File: src/rtl/fifo_frame_reader.sv
`timescale 1ns/1ps
// fifo_frame_reader
//
// Reads one frame of FRAME_LEN samples from an upstream FIFO (one-cycle read
// latency) and presents it downstream on a valid/ready stream with
// start/end-of-frame markers. The frame is requested with i_start. Popped
// samples land in a 2-entry skid buffer, so downstream back-pressure never
// loses or duplicates data.
//
// Ports
//   clk, rst          clock, asynchronous active-high reset
//   i_start           request one frame (only looked at while idle)
//   i_fifo_data       upstream read data, valid the cycle after a pop
//   i_fifo_empty      upstream empty flag
//   o_fifo_pop        upstream pop request
//   o_data, o_valid   sample stream to downstream
//   i_ready           downstream accept; transfer = o_valid && i_ready
//   o_sop, o_eop      first / last sample of the frame
//   o_busy            frame in progress
//   o_frame_cnt       completed frames, wraps 255 -> 0
module fifo_frame_reader #(
    parameter int DATA_WIDTH = 8,
    parameter int FRAME_LEN  = 12
) (
    input  logic                  clk,
    input  logic                  rst,
    input  logic                  i_start,
    input  logic [DATA_WIDTH-1:0] i_fifo_data,
    input  logic                  i_fifo_empty,
    output logic                  o_fifo_pop,
    output logic [DATA_WIDTH-1:0] o_data,
    output logic                  o_valid,
    input  logic                  i_ready,
    output logic                  o_sop,
    output logic                  o_eop,
    output logic                  o_busy,
    output logic [7:0]            o_frame_cnt
);

    localparam int CNT_W = $clog2(FRAME_LEN + 1);
    localparam logic [CNT_W-1:0] CNT_FULL = CNT_W'(FRAME_LEN);
    localparam logic [CNT_W-1:0] CNT_LAST = CNT_W'(FRAME_LEN - 1);

    typedef enum logic [1:0] {
        IDLE  = 2'd0,
        RUN   = 2'd1,
        DRAIN = 2'd2
    } state_t;

    state_t                  state_q, state_d;
    logic [CNT_W-1:0]        pop_cnt_q, pop_cnt_d;
    logic [CNT_W-1:0]        out_cnt_q, out_cnt_d;
    logic                    inflight_q;
    logic [1:0]              occ_q, occ_d;
    logic                    wr_ptr_q, rd_ptr_q;
    logic [7:0]              frame_cnt_q, frame_cnt_d;
    logic [DATA_WIDTH-1:0]   skid_q [2];

    logic       xfer;
    logic [2:0] committed;

    assign o_valid     = (occ_q != 2'd0);
    assign o_data      = o_valid ? skid_q[rd_ptr_q] : '0;
    assign o_sop       = o_valid && (out_cnt_q == '0);
    assign o_eop       = o_valid && (out_cnt_q == CNT_LAST);
    assign o_busy      = (state_q != IDLE);
    assign o_frame_cnt = frame_cnt_q;

    assign xfer = o_valid && i_ready;

    // Slots already spoken for: buffered samples (minus the one leaving this
    // cycle) plus the sample still in flight from last cycle's pop. Counting
    // the departing slot as free is what lets the reader sustain one sample
    // per cycle with only two entries of buffering.
    assign committed  = {1'b0, occ_q} - {2'b00, xfer} + {2'b00, inflight_q};
    assign o_fifo_pop = (state_q == RUN) && !i_fifo_empty &&
                        (pop_cnt_q < CNT_FULL) && (committed < 3'd2);

    always_comb begin
        state_d     = state_q;
        pop_cnt_d   = pop_cnt_q + CNT_W'(o_fifo_pop);
        out_cnt_d   = out_cnt_q + CNT_W'(xfer);
        frame_cnt_d = frame_cnt_q;
        occ_d       = occ_q + {1'b0, inflight_q} - {1'b0, xfer};
        case (state_q)
            IDLE: begin
                if (i_start) begin
                    state_d   = RUN;
                    pop_cnt_d = '0;
                    out_cnt_d = '0;
                end
            end
            RUN: begin
                if (pop_cnt_q == CNT_FULL) begin
                    state_d = DRAIN;
                end
            end
            DRAIN: begin
                if (xfer && o_eop) begin
                    state_d     = IDLE;
                    frame_cnt_d = frame_cnt_q + 8'd1;
                end
            end
            default: state_d = IDLE;
        endcase
    end

    always_ff @(posedge clk or posedge rst) begin
        if (rst) begin
            state_q     <= IDLE;
            pop_cnt_q   <= '0;
            out_cnt_q   <= '0;
            inflight_q  <= 1'b0;
            occ_q       <= 2'd0;
            wr_ptr_q    <= 1'b0;
            rd_ptr_q    <= 1'b0;
            frame_cnt_q <= 8'd0;
            for (int i = 0; i < 2; i++) begin
                skid_q[i] <= '0;
            end
        end else begin
            state_q     <= state_d;
            pop_cnt_q   <= pop_cnt_d;
            out_cnt_q   <= out_cnt_d;
            inflight_q  <= o_fifo_pop;
            occ_q       <= occ_d;
            frame_cnt_q <= frame_cnt_d;
            // The FIFO answers a pop one cycle later; capture it then.
            if (inflight_q) begin
                skid_q[wr_ptr_q] <= i_fifo_data;
                wr_ptr_q         <= ~wr_ptr_q;
            end
            if (xfer) begin
                rd_ptr_q <= ~rd_ptr_q;
            end
        end
    end

endmodule

File: config.mk
export PLATFORM = sky130hd
export DESIGN_NAME = fifo_frame_reader
export DESIGN_NICKNAME = d
export VERILOG_FILES = /design/src/rtl/fifo_frame_reader.sv
export SDC_FILE = /design/constraint.sdc
export NUM_CORES = 1
export LEC_CHECK = 0
export BUFFER_PORTS_ARGS = -buffer_cell sky130_fd_sc_hd__buf_2
export CORE_MARGIN = 1
export CORE_UTILIZATION = 43
export CTS_CLUSTER_DIAMETER = 50
export DETAILED_ROUTE_END_ITERATION = 6
export GPL_ROUTABILITY_DRIVEN = 0
export SLEW_MARGIN = 20
export SYNTH_ARGS = -nofsm -noshare
export SYNTH_HDL_FRONTEND = slang
export SYNTH_SLANG_ARGS = --single-unit
File: constraint.sdc
create_clock -name clk -period 3.1 [get_ports clk]
set_input_delay 0.62 -clock clk [delete_from_list [all_inputs] [get_ports clk]]
set_output_delay 0.62 -clock clk [all_outputs]
set_load 0.01 [all_outputs]
## Word-level counts from Yosys, hierarchy flattened

Cells that the tools add are included.

- Memory bits (writable): 0
- Memories kept: 0
- Input bits: 13
- Memory bits (read-only): 0
- Latch bits: 0
- Register bits after elaboration: 39
- Word-level logic and storage cells: 63

- $add $sub $neg: 7
- Eq/ne operators: 7
- Shift-type cells: 0
- Muxes and demuxes: 15
- Bitwise logic cells: 4
- Reduce and logical (&&, ||, !) cells: 15
- Multiply operators: 0
- $lt $le $gt $ge: 5
- Div/mod/pow operators: 0

Operators with widths:

| operator | count |
|---|---|
| two-way mux 8 bit | 5 |
| bitwise mux 16 bit | 1 |
| two-way mux 4 bit | 4 |
| adder 4 x 1 -> 4 bit | 2 |
| adder 8 x 1 -> 8 bit (second input constant) | 1 |
| demux 8 bit (select 1 bit) | 1 |
| == test 4 bit (second input constant) | 2 |
| logical AND 1 bit | 8 |
| two-way mux 2 bit | 3 |
| one-hot mux 2 bit (3 select lines) | 1 |
| greater-or-equal comparator 2 bit (second input constant) | 2 |
| logical NOT 4 bit | 1 |
| less-than comparator 4 bit (second input constant) | 1 |
| inequality test 2 bit (second input constant) | 2 |
| inverter 1 -> 2 bit | 2 |
| nonzero test 2 bit | 2 |
| adder 3 x 1 -> 3 bit | 1 |
| less-than comparator 3 x 2 -> 1 bit (second input constant) | 1 |
| AND reduction 3 bit | 1 |
| subtractor 2 x 1 -> 3 bit | 1 |
| adder 2 x 1 -> 2 bit | 1 |
| == test 2 x 1 -> 1 bit (second input constant) | 1 |
| == test 2 bit (second input constant) | 1 |
| logical NOT 2 bit | 1 |
| other kinds (6) | 7 |

## Longest topological paths before layout

- Depth after elaboration: 9
- Gate-level depth with buffers: 13
- Gate-level depth less buffers: 13

## Worst setup path before layout

No wires, ideal clock.

- Kind: in2reg
- Start point: input port i_ready
- End point: register pop_cnt_q[1]
- Path slack: 402 ps
- Buffers on the path: 0
- Stages on the path: 12
- Required time: 2964 ps
- Arrival: 2562 ps
- Path through: nand2_1 -> nor2_1 -> a21o_1 -> ha_1 -> inv_1 -> fa_1 -> inv_1 -> nor4b_1 -> and3_1 -> ha_1 -> ha_1 -> nor2b_1

- Word-level cells in the longest chain between the ends: 8

Ends and longest elaborated chain:

| element | RTL line | RTL |
|---|---|---|
| start: declaration | 33 | `input logic i_ready,` |
| logical AND 1 bit * | 69 | `assign xfer = o_valid && i_ready;` |
| subtractor 2 x 1 -> 3 bit * | 75 | `assign committed = {1'b0, occ_q} - {2'b00, xfer} + {2'b00, inflight_q};` |
| adder 3 x 1 -> 3 bit * | 75 |  |
| via committed[1] | 60 | `logic [2:0] committed;` |
| less-than comparator 3 x 2 -> 1 bit * | 77 | `(pop_cnt_q < CNT_FULL) && (committed < 3'd2);` |
| logical AND 1 bit * | 77 |  |
| via o_fifo_pop | 30 | `output logic o_fifo_pop,` |
| adder 4 x 1 -> 4 bit * | 81 | `pop_cnt_d = pop_cnt_q + CNT_W'(o_fifo_pop);` |
| two-way mux 4 bit | 87 | `if (i_start) begin` |
| two-way mux 4 bit * | 85 | `case (state_q)` |
| via pop_cnt_d[1] | 51 | `logic [CNT_W-1:0] pop_cnt_q, pop_cnt_d;` |
| end signal: assignment | 123 | `pop_cnt_q <= pop_cnt_d;` |
| end: declaration | 51 |  |

Mark *: on every way through the listed nets, which the timed path passes. The rest lies on a longest branch.
A chain may end at the register's enable or synchronous reset.

## Worst setup path after layout

- Start point: input port i_ready
- End point: output port o_fifo_pop

- Word-level cells in the longest chain between the ends: 5

Ends and longest elaborated chain:

| element | RTL line |
|---|---|
| logical AND 1 bit | 69 |
| subtractor 2 x 1 -> 3 bit | 75 |
| adder 3 x 1 -> 3 bit | 75 |
| via committed[1] | 60 |
| less-than comparator 3 x 2 -> 1 bit | 77 |
| logical AND 1 bit | 77 |
| end: declaration | 30 |

The timed path passes the listed nets, and every way through them passes these cells.

==> results.yml <==
run_status:
  outcome: "complete, no violations"
drt:
  wl_per_cell_um: 14.0
  drt-total-wl_um: 3370
  drt-pass1-iter-count: 4
  drcViolationCount: 0
  vias_per_cell: 5.14
  via_count: 1238
  ant_nets: 0
  dr.first_iter.drc_count: 41
synthesis:
  syn_nets: 170
  ys_top_cells_by_area: "dfrtp_1, mux2_2, xor2_1"
  postSynthAreaPerCell_um2: 12.1
  seq_area_frac_synth: 0.536
  synth_async_sr_flop_share: 1.00
  synth_top_cell_by_area: "dfrtp_1"
  ys_types: 32
  synth_ff_type: "dfrtp_1"
  synth_enable_flop_cells: 0
  synth_cells: 150
  synth_top_area_frac: 0.536
  synth_area_um2: 1820
  yosys_warnings: 0
  synth_seq_cells: 39
grt:
  grt-ovfl-total: 0
  antenna_found_initial: 0
  grt_use_total: 0.170
  grt_pass1_vias: 1232
  grt_pass1_wl_um: 5620
  grt_max_degree: 40
finish:
  layout_commonest_cell: "dfrtp_1"
  num-nets-final: 211
  finish.utilization: 0.538
  layout.cells.non_filler: 241
  antenna_cells: 0
  layout_common_cells: "dfrtp_1, buf_2, nor2_1"
  drive_gt1_frac: 0.330
  syn2layout_area_growth_pct: 19.0
power_and_ir_drop:
  power_w: 0.000964
  leakagePower_nw: 1.16
  vdd.ir_drop.worst_mv: 0.264
  power_density_nw_per_um2: 445
place:
  pre_cts_ws_ps: 93.8
  dp_hpwl_um: 2430
  dp.cells: 233
  port_buffers: 33
setup_path:
  crit_start: "i_ready"
  critPathLaunchType: "input pin"
  critPathMaxFanout: 5
  r2r_slack_ps: 440
  r2r-start: "occ_q[0]"
  worstPathRequired_ps: 2480
  crit_type: "input pin to primary output"
  rr_worst_depth: 12
  worstSetupEndpointType: "primary output"
  r2r-end: "pop_cnt_q[1]"
  crit_end: "o_fifo_pop"
  crit_arrival_ps: 2350
floorplanning:
  core_um2: 4030
  start_util: 0.452
  die_area_um2: 4500
  io_pins: 34
  die_width_um: 67.1
  num_rows: 23
  die_h_um: 67.1
clock_network:
  cts_max_level: 2
  clkSlewWorstSetupHoldPaths_ps: 70
  cts.path.max_buffers: 2
  clock_latency_ps: 280
  numClockSinks: 39
  numCtsBuffers: 5
  cts_tree: "built"
  clockRootBuffer: "clkbuf_8"
sta:
  fin_skew_ps: 6.96
  tns_ps: 0
  timing.final.crit_share: 0.958
  worst_pin_slew_ps: 513
  slew_violations: 0
  setup_viol_count_final: 0
  min_period_ps: 2970
  fmax_mhz: 337
  slew_headroom: 0.658
  final-hold-violation-count: 0
  setup_slack_ps: 131
min_path:
  hp-class: "input pin to asynchronous set/reset pin"
flow_run:
  cap_violations: 0
stage by stage:
stage / hold WS, ps / area [µm²]
after floorplan: 454 / 1820
after global placement: 451 / 2050
after detailed placement: 470 / 2050
after CTS: 457 / 2160
after global routing: 497 / 2170
final: 445 / 2170
flip-flops by register name (all words and copies together) (netlist names):
name,cells
inflight_q,1
o_frame_cnt,8
occ_q,2
out_cnt_q,4
pop_cnt_q,4
rd_ptr_q,1
skid_q,16
state_q,2
wr_ptr_q,1
timing repair:
| item | 4_1_cts | 5_1_grt |
|---|---|---|
| setup endpoints to repair | 0 | 1 |
| setup buffers | 0 | 1 |
| hold buffers | 0 | 0 |
| gates resized for setup | 0 | 1 |
routing by layer:
metal / vias to the layer above / global-route usage / part of all wire / wire length [µm]
met4: 0 / 0.0399 / 0.0056 / 19
met3: 2 / 0.0514 / 0.037 / 124
met5: - / 0 / 0 / 0
met2: 26 / 0.270 / 0.50 / 1670
li1: 595 / - / - / -
met1: 615 / 0.227 / 0.46 / 1550
cell usage after synthesis (all sizes together) (2+ instances only):
library cell and number:
xor2 11, nor2b 4, mux2 17, nand3 5, nor2 19, mux2i 8, dfrtp 39, nand2 4
xnor2 3, inv 7, nor4 5, buf 2, nor3 3, ha 6, nand4b 3
critical path: stages:
cell	delay [ps]
buf_2	130
nand2_1	80
nor2_2	130
a21o_1	100
ha_1	130
inv_1	50
fa_1	480
inv_1	50
nor4b_1	200
and3_1	240
buf_2	150
kinds of logic (layout without fill, tap and decap cells):
group / count (synthesis) / in the layout / share of synthesized area
AOI/OAI and AO/OA: 5 / 5 / 0.0247
xor gates and xnor gates: 14 / 14 / 0.0673
adders and majority gates: 7 / 7 / 0.0522
buffers and inverters: 9 / 50 / 0.0199
DFF: 39 / 39 / 0.536
muxes: 25 / 25 / 0.149
and+or+nand+nor: 51 / 51 / 0.151
area by class of cell:
| cell class | instances | area [µm²] |
|---|---|---|
| fill | 387 | 1860 |
| tap | 50 | 62.6 |
| inverter | 7 | 26.3 |
| clock buffer | 6 | 72.6 |
| timing repair buffer | 36 | 188 |
| sequential | 39 | 976 |
| multi-input combinational | 102 | 812 |
| clock inverter | 1 | 30.0 |
how the worst min path moves through the flow:
stage	start	endpoint	cells after the start
6_report	rst	skid_q[0]	3
5_1_grt	rst	o_frame_cnt[6]	3
4_1_cts	rst	skid_q[0]	3
3_5_place_dp	o_frame_cnt[7]	o_frame_cnt[7]	1
3_3_place_gp	o_frame_cnt[7]	o_frame_cnt[7]	1
2_1_floorplan	wr_ptr_q	wr_ptr_q	1
where the power goes:
part	leakage [nW]	internal (W)	total, W	switching (W)
Sequential	0.499	0.000520	0.000529	0.00000891
Combinational	0.609	0.0000200	0.0000398	0.0000198
Clock	0.0513	0.000236	0.000395	0.000159
Total	1.16	0.000776	0.000964	0.000188
No activity file was read; power rests on OpenSTA's default activity.
